`src/rtl/bin_act_packer.sv`:
```
// Binary activation packer: collects single-bit activations LSB-first into
// WORD_W-bit words and queues the finished words in a small output FIFO.
// A word is closed either when it fills up or when flush_in ends a partial
// word; flushed words are tagged with word_last.
module bin_act_packer #(
    parameter int WORD_W     = 16,
    parameter int FIFO_DEPTH = 4
) (
    input  logic                            clock,
    input  logic                            reset,
    input  logic                            bit_valid,
    input  logic                            bit_in,
    input  logic                            flush_in,
    input  logic                            clear_err,
    output logic [WORD_W-1:0]               word_out,
    output logic                            word_last,
    output logic                            word_valid,
    input  logic                            word_ready,
    output logic [$clog2(FIFO_DEPTH):0]     fifo_count,
    output logic                            overflow_err
);

    localparam int CNT_W = $clog2(WORD_W);
    localparam int PTR_W = $clog2(FIFO_DEPTH);

    localparam logic [CNT_W-1:0] LAST_BIT   = CNT_W'(WORD_W - 1);
    localparam logic [PTR_W:0]   FULL_COUNT = (PTR_W + 1)'(FIFO_DEPTH);

    // Packing state
    logic [CNT_W-1:0]  bit_cnt;
    logic [WORD_W-1:0] pack_reg;

    // FIFO state; each entry carries the word plus its last tag
    logic [WORD_W-1:0] fifo_word [FIFO_DEPTH];
    logic              fifo_last [FIFO_DEPTH];
    logic [PTR_W-1:0]  wr_ptr;
    logic [PTR_W-1:0]  rd_ptr;
    logic [PTR_W:0]    count;

    // Derived control
    logic [WORD_W-1:0] merged_word;
    logic              word_done;
    logic              flush_push;
    logic              push;
    logic              pop;
    logic              fifo_full;
    logic              accept;
    logic              overflow;

    // Combine the pack register with this cycle's bit and decide push/pop.
    // NOTE: every signal assigned in always_comb gets a default at the top so
    // no path can leave it unassigned and infer a latch.
    always_comb begin
        merged_word = pack_reg;
        if (bit_valid) begin
            merged_word[bit_cnt] = bit_in;
        end
        word_done  = bit_valid && (bit_cnt == LAST_BIT);
        flush_push = flush_in && ((bit_cnt != '0) || bit_valid);
        push       = word_done || flush_push;
        pop        = word_valid && word_ready;
        fifo_full  = (count == FULL_COUNT);
        accept     = push && (!fifo_full || pop);
        overflow   = push && fifo_full && !pop;
    end

    // Bit counter and pack register advance only on valid bits; any push
    // (full word or flush) restarts packing at bit 0 with a clean register.
    // NOTE: sequential state is written with non-blocking assignments so every
    // register samples the pre-edge values, independent of statement order.
    always_ff @(posedge clock) begin
        if (reset) begin
            bit_cnt  <= '0;
            pack_reg <= '0;
        end else if (push) begin
            bit_cnt  <= '0;
            pack_reg <= '0;
        end else if (bit_valid) begin
            bit_cnt  <= bit_cnt + CNT_W'(1);
            pack_reg <= merged_word;
        end
    end

    // FIFO storage writes; a dropped word leaves the contents untouched.
    // NOTE: the storage array has no reset; word_out is gated by word_valid
    // so stale entries are never visible after reset.
    always_ff @(posedge clock) begin
        if (!reset && accept) begin
            fifo_word[wr_ptr] <= merged_word;
            fifo_last[wr_ptr] <= flush_push;
        end
    end

    // FIFO pointers and occupancy; pointers wrap naturally at FIFO_DEPTH.
    always_ff @(posedge clock) begin
        if (reset) begin
            wr_ptr <= '0;
            rd_ptr <= '0;
            count  <= '0;
        end else begin
            if (accept) begin
                wr_ptr <= wr_ptr + PTR_W'(1);
            end
            if (pop) begin
                rd_ptr <= rd_ptr + PTR_W'(1);
            end
            case ({accept, pop})
                2'b10:   count <= count + (PTR_W + 1)'(1);
                2'b01:   count <= count - (PTR_W + 1)'(1);
                default: count <= count;
            endcase
        end
    end

    // Sticky overflow flag; a new overflow wins over a simultaneous clear.
    always_ff @(posedge clock) begin
        if (reset) begin
            overflow_err <= 1'b0;
        end else if (overflow) begin
            overflow_err <= 1'b1;
        end else if (clear_err) begin
            overflow_err <= 1'b0;
        end
    end

    // Head-of-FIFO outputs, forced to zero while the FIFO is empty.
    always_comb begin
        word_valid = (count != '0);
        word_out   = word_valid ? fifo_word[rd_ptr] : '0;
        word_last  = word_valid ? fifo_last[rd_ptr] : 1'b0;
        fifo_count = count;
    end

endmodule

```
`config.mk`:
```
export PLATFORM = sky130hd
export DESIGN_NAME = bin_act_packer
export DESIGN_NICKNAME = d
export VERILOG_FILES = /design/src/rtl/bin_act_packer.sv
export SDC_FILE = /design/constraint.sdc
export NUM_CORES = 1
export LEC_CHECK = 0
export CAP_MARGIN = 15
export CORE_ASPECT_RATIO = 1.25
export CORE_UTILIZATION = 62
export CTS_CLUSTER_DIAMETER = 120
export DETAILED_ROUTE_END_ITERATION = 10
export PLACE_DENSITY = 0.94
export RECOVER_POWER = 25
export SLEW_MARGIN = 20
export SYNTH_ARGS = -nofsm -noshare
export SYNTH_HDL_FRONTEND = slang
export SYNTH_SLANG_ARGS = --single-unit
```
`constraint.sdc`:
```
create_clock -name clock -period 5.5 [get_ports clock]
set_input_delay 1.1 -clock clock [delete_from_list [all_inputs] [get_ports clock]]
set_output_delay 1.1 -clock clock [all_outputs]
set_load 0.02 [all_outputs]
```
### Word level (Yosys, flattened, before mapping)

Memory sizes are Yosys's and may differ from the RTL's. A register that Yosys moved wholly into a read port is not among the register bits.
Cells that the tools add are included.

| storage, ports and cells | value |
|---|---|
| output and inout bits | 22 |
| memories kept | 2 |
| register bits after elaboration | 28 |
| RAM bits | 68 |

Memory list:

| name | words | bits a word | rd ports | clocked after Yosys merged registers in | wr ports | line | RTL |
|---|---|---|---|---|---|---|---|
| fifo_word | 4 | 16 | 1 | 1 | 1 | 34 | `logic [WORD_W-1:0] fifo_word [FIFO_DEPTH];` |
| fifo_last | 4 | 1 | 1 | 1 | 1 | 35 | `logic fifo_last [FIFO_DEPTH];` |

| cells by class | value |
|---|---|
| $add $sub $neg | 5 |
| reductions and logical operators | 19 |
| equal/unequal tests | 4 |
| muxes and demuxes | 15 |
| order comparisons | 2 |

Operator list:

| cell | number |
|---|---|
| $mux 16 | 2 |
| $bwmux 16 | 1 |
| $logic_and 1x1->1 | 8 |
| $mux 2 | 4 |
| $mux 1 | 6 |
| $pmux 3 s2 | 1 |
| $lt 4x5->1 const B | 1 |
| $add 2x1->2 const B | 2 |
| $add 4x1->4 const B | 1 |
| $demux 1 s4 | 1 |
| $eq 4x4->1 const B | 1 |
| $ge 4x1->1 const B | 1 |
| $reduce_bool 2->1 | 2 |
| $reduce_bool 4->1 | 1 |
| $add 3x1->3 const B | 1 |
| $eq 3x3->1 const B | 1 |
| $logic_not 1->1 | 3 |
| $logic_or 1x1->1 | 3 |
| $reduce_bool 3->1 | 1 |
| $sub 3x1->3 const B | 1 |
| $eq 2x1->1 const B | 1 |
| $eq 2x2->1 const B | 1 |
| $reduce_or 2->1 | 1 |

### Longest topological paths before layout

| logic depth | value |
|---|---|
| word-level depth | 8 |
| mapped depth | 12 |
| depth with buffers taken out | 12 |

### Least setup slack after synthesis

No wires, ideal clock.

| timing path | value |
|---|---|
| kind | in2reg |
| from | in bit_valid |
| to | mem fifo_last[1], enable pin |
| slack | 1.943 ns |
| stages | 6 |
| data arrival time | 3.141 ns |
| path buffers | 1 |
| setup time | 0.416 ns |
| path through | buf_6 -> and3_2 -> a22oi_4 -> nor2_2 -> inv_1 -> nor3b_1 |

| between the ends | value |
|---|---|
| word-level cells in the longest chain between the ends | 7 |
| elaborated cells between the ends (all ways) | 8 |

Ends and longest elaborated chain:

| element | line | RTL |
|---|---|---|
| start: declaration | 11 | `input logic bit_valid,` |
| $logic_or 1x1->1 | 59 | `flush_push = flush_in && ((bit_cnt != '0) \|\| bit_valid);` |
| $logic_and 1x1->1 | 59 |  |
| $logic_or 1x1->1 (*) | 60 | `push = word_done \|\| flush_push;` |
| $logic_and 1x1->1 (*) | 63 | `accept = push && (!fifo_full \|\| pop);` |
| $logic_and 1x1->1 (*) | 88 | `if (!reset && accept) begin` |
| $mux 1 (*) | 88 |  |
| $mux 1 (implied by the code) (*) | 90 | `fifo_last[wr_ptr] <= flush_push;` |
| end: declaration | 35 |  |

Every way passes the cells marked *; elsewhere a longest branch is shown, timed or not.

### Worst setup path in the final report

| timing path | value |
|---|---|
| from | in bit_valid |
| to | reg count[2], in the netlist fifo_count[2] |

| between the ends | value |
|---|---|
| word-level cells in the longest chain between the ends | 6 |
| elaborated cells between the ends (all ways) | 9 |

Ends and longest elaborated chain:

| element | line | RTL |
|---|---|---|
| $logic_or 1x1->1 | 59 |  |
| $logic_and 1x1->1 | 59 |  |
| $logic_or 1x1->1 (*) | 60 |  |
| $logic_and 1x1->1 (*) | 63 |  |
| $eq 2x1->1 / $eq 2x2->1 (equally long branches) | 107 | `case ({accept, pop})` |
| $pmux 3 s2 / $reduce_bool 2->1 (equally long branches) | -- |  |
| end signal: assignment | 108 | `2'b10: count <= count + (PTR_W + 1)'(1);` |
| end signal: assignment | 109 | `2'b01: count <= count - (PTR_W + 1)'(1);` |
| end signal: assignment | 110 | `default: count <= count;` |
| end: declaration | 38 | `logic [PTR_W:0] count;` |

Marks and branches as above.
A chain may end at the register's enable or synchronous reset.

==> results.txt <==
The number of slew-limit violations in the final report came out at 0. The final critical delay including setup and external delays is between 3 and 4 ns. The tree is rooted in a clkbuf_8. The number of instances in the synthesized netlist is ~260. The required arrival time at the worst endpoint is around 5.8 ns. TritonCTS built the clock tree. The share of cells above drive strength 1 came out at between 10% and 20%. Walking the worst path, the cells encountered are dlygate4sd3_1 -> or4b_4 -> a22oi_4 -> nor2_2 -> inv_1 -> ha_1 -> inv_1 -> fa_1 -> xor2_1 -> or3_1 -> a21oi_1.

The design draws 1.96 mW. The buffer count from post-CTS setup fixing is 0. Summed over all nets, wire length on met2 after detailed routing comes to 3.59 mm. The critical path runs through a total of 11 cells.

The run finished with clean final reports. The total non-filler cell area in the finished layout is between 0.004 and 0.005 sq mm. The sum of overflow across all layers after global routing came out at 0. The die height came out at just over 90 um.

The slew at the pin closest to its max-slew limit came out at about 0.85 ns. The start point of the critical path is bit_valid. Counting both buffers and inverters, the worst setup path holds a total of 3.

The buffer levels on the longest clock path is 2. The hold violation count in the final report was 0. The count of state elements after synthesis is about 100. The routed layout has around 2200 vias. The synthesized area per cell came out at approximately 16 sq um.

The wire length the detailed router placed on met1 is ~3 mm. The most used flip-flop cell after synthesis is edfxtp_1. In this run the cell area of the synthesized design comes to just over 0.004 sq mm.

The largest stage delay on the critical path is 0.69 ns. The worst pin sits at a relative slew slack of between 40% and 50%. The highest ir drop seen on vdd is approximately 0.00045 V.

Sorting the synthesized cells by area gives the leading types as edfxtp_1 50%, dfxtp_1 15%, mux4_2 9.4%. The fraction of post-synthesis cell area in the top cell type by area came out at 50.1%. The congestion estimate from routability-driven global placement came to roughly 0.74. The clock-pin slew reported for the worst setup and hold paths after clock tree synthesis came out at around 0.090 ns.

The area growth from synthesis to final layout is 14.8%. The count of antenna-violating nets left after detailed routing is 0. The critical path arrival is around 4.2 ns.

The number of maximum-capacitance constraint violations came out at 0. The total routing usage reported by global routing is about a quarter. The number of library cell types mapped by synthesis came out at 37. The initial cell density of the core is between 60% and 70%. The simple logic cell fraction of the synthesized area is between 10% and 20%. In this run the worst path has a maximum fanout of 11.

The number of ports placed on the die boundary came out at 29. The first-pass detailed-route iteration total came out at 4. The setup violation total in the final timing report is 0. Summing the areas of all xor and xnor instances in the mapped netlist gives between 1.5 and 2% of the synthesized area. The core region is around 0.0062 sq mm. The register with the most flip-flops in the layout has between 60 and 70 of them. The tightest min-delay check is of the reg -> reg type. The most numerous cell on the critical path is inv_1. The post-synthesis mux area share is around 14%. The number of enable-type register cells in the synthesized netlist is around 70. The power density of the placed cells came out at approximately 420 mW/mm^2. The worst register-to-register path ends at fifo_count[2]. The library cell used most frequently in the layout, excluding fill and tap cells, is edfxtp_1.

The horizontal die dimension is between 70 and 80 um. The number of global-route vias before repair is roughly 2300. The initial antenna violation count came out at 0. The average via count per standard cell came out at between 5 and 6. The setup slack of the most critical reg-to-reg path came out at between 2 and 2.5 ns. The Yosys step of the flow raised 0 warnings. The async set-or-reset flop fraction in the synthesized netlist is 0%. The repair_antennas step left the layout with diodes totalling 0. The count of instances resized after the clock tree is built is 0. The leakage power figure is 1.58 nW. The estimated wirelength of the detail-placed design is approximately 4.3 mm. STA classifies the critical path startpoint as an input port. The overall die area is ~0.007 sq mm. The detailed router finished its first iteration with between 100 and 150 violations. The startpoint identified for the worst register-to-register timing path is bit_cnt[0]. The net count after synthesis is roughly 280. The critical path ends at fifo_count[2]. The maximum level of the CTS H-tree came out at 3. The floorplan has 32 rows. The clock skew is around 0.011 ns. After detailed placement, the total cell area comes to ~0.0044 sq mm. Port buffering added 28 buffers. The highest layer touched by signal routing is met4. The hold buffer count at cts is 0. For the worst-skew pair, the clock arrives at the later sink with an insertion delay of around 0.37 ns. The synthesized-area fraction occupied by adder cells is 3.26%. The net count of the finished layout came out at between 300 and 400. STA classifies the critical path endpoint as a register. The final core utilization came out at 74.9%.

The final wirelength came out at slightly above 7 mm. The final-layout setup total negative slack came out at 0 ns. Leaving out fill and tap cells, the most frequent cells in the layout are 68 x edfxtp_1, 29 x dfxtp_1, 25 x clkdlybuf4s50_1. After synthesis, the largest family of logic cells by area is multiplexers. The first-pass GRT wire length is about 11 mm. The compound-cell area share of the yosys netlist is under 10%. The number of buffers inserted during clock tree synthesis is 9. The maximum clock frequency came out at approximately 0.25 GHz. Dividing the detail-routed wire length by the instance count gives about 18 um.

Of all cell types, the one taking the most synthesized area is edfxtp_1. The number of remaining DRC errors came out at 0. The routed wire length on met3 is ~260 um.

The maximum number of pins on one net before global-route repair is 21. For this design, the sink count on the clock tree is 98. The worst-case reg-to-reg path depth is 12. Broken down by cell family, the worst path's largest delay share belongs to simple AND/OR/NAND/NOR gates. The critical path's slowest cell is dlygate4sd3_1. After synthesis, flip-flops and latches occupy around 65% of the total area. Setup repair after global routing left no endpoint under its margin. The worst setup path is of the in -> reg kind. The share of the clock period used by the worst path after layout came out at between 70% and 80%.
## cell type report
type / count / area (sq um)
multi-input combinational: 141 / 1340
clock buffer: 9 / 124
inverter: 8 / 30.0
clock inverter: 7 / 116
timing repair buffer: 33 / 318
tap: 85 / 106
fill: 378 / 1570
sequential: 98 / 2640
## logic make-up after synthesis
kind of cell / after synthesis
DFF: 98
xor gates and xnor gates: 7
and+or+nand+nor: 83
AOI/OAI and AO/OA: 6
buffers and inverters: 20
adders and majority gates: 10
muxes: 35
## layer usage
layer	up-vias	track usage, %
li1	1000	-
met1	1083	29.2
met2	60	37.7
met3	23	5.01
met4	0	14.6
met5	-	0
## report_power, final
group          internal, mW  total, mW  switching [mW]  leakage, nW
Clock                 0.302      0.545           0.244        0.120
Combinational         0.281      0.535           0.254        0.625
Sequential            0.815      0.875          0.0602        0.840
## synth_stat cells, types with 5 or more instances
master / number
and2_1: 18
inv_1: 8
dfxtp_1: 30
nor2_1: 12
ha_1: 9
edfxtp_1: 68
nand2_1: 15
mux4_2: 17
nor2b_1: 16
clkbuf_1: 6
mux2_2: 16
nor3b_1: 5
xor2_1: 5
## worst min-delay path, delay by kind of cell (launching register included)
kind | cells | cell delay, ns
AND/OR/NAND/NOR | 1 | 0.06
flip-flops | 1 | 0.32
AO/OA/AOI/OAI | 1 | 0.06
## through the flow
stage          setup slack, ns  std cells  hold WS, ns
2_1_floorplan             1.94        259        0.485
3_3_place_gp              1.44        365        0.462
3_5_place_dp              1.28        365        0.466
4_1_cts                   1.64        381        0.488
5_1_grt                   1.44        381        0.509
6_report                  1.55        381        0.482
## worst min-delay path by stage
stage | from | endpoint | depth (start not counted)
after floorplan | rd_ptr[1] | register | 2
after global placement | overflow_err | overflow_err | 2
after detailed placement | overflow_err | overflow_err | 2
after CTS | overflow_err | overflow_err | 2
after global routing | overflow_err | overflow_err | 2
final | overflow_err | overflow_err | 2
Note: power is estimated with default switching activity, not from simulation.
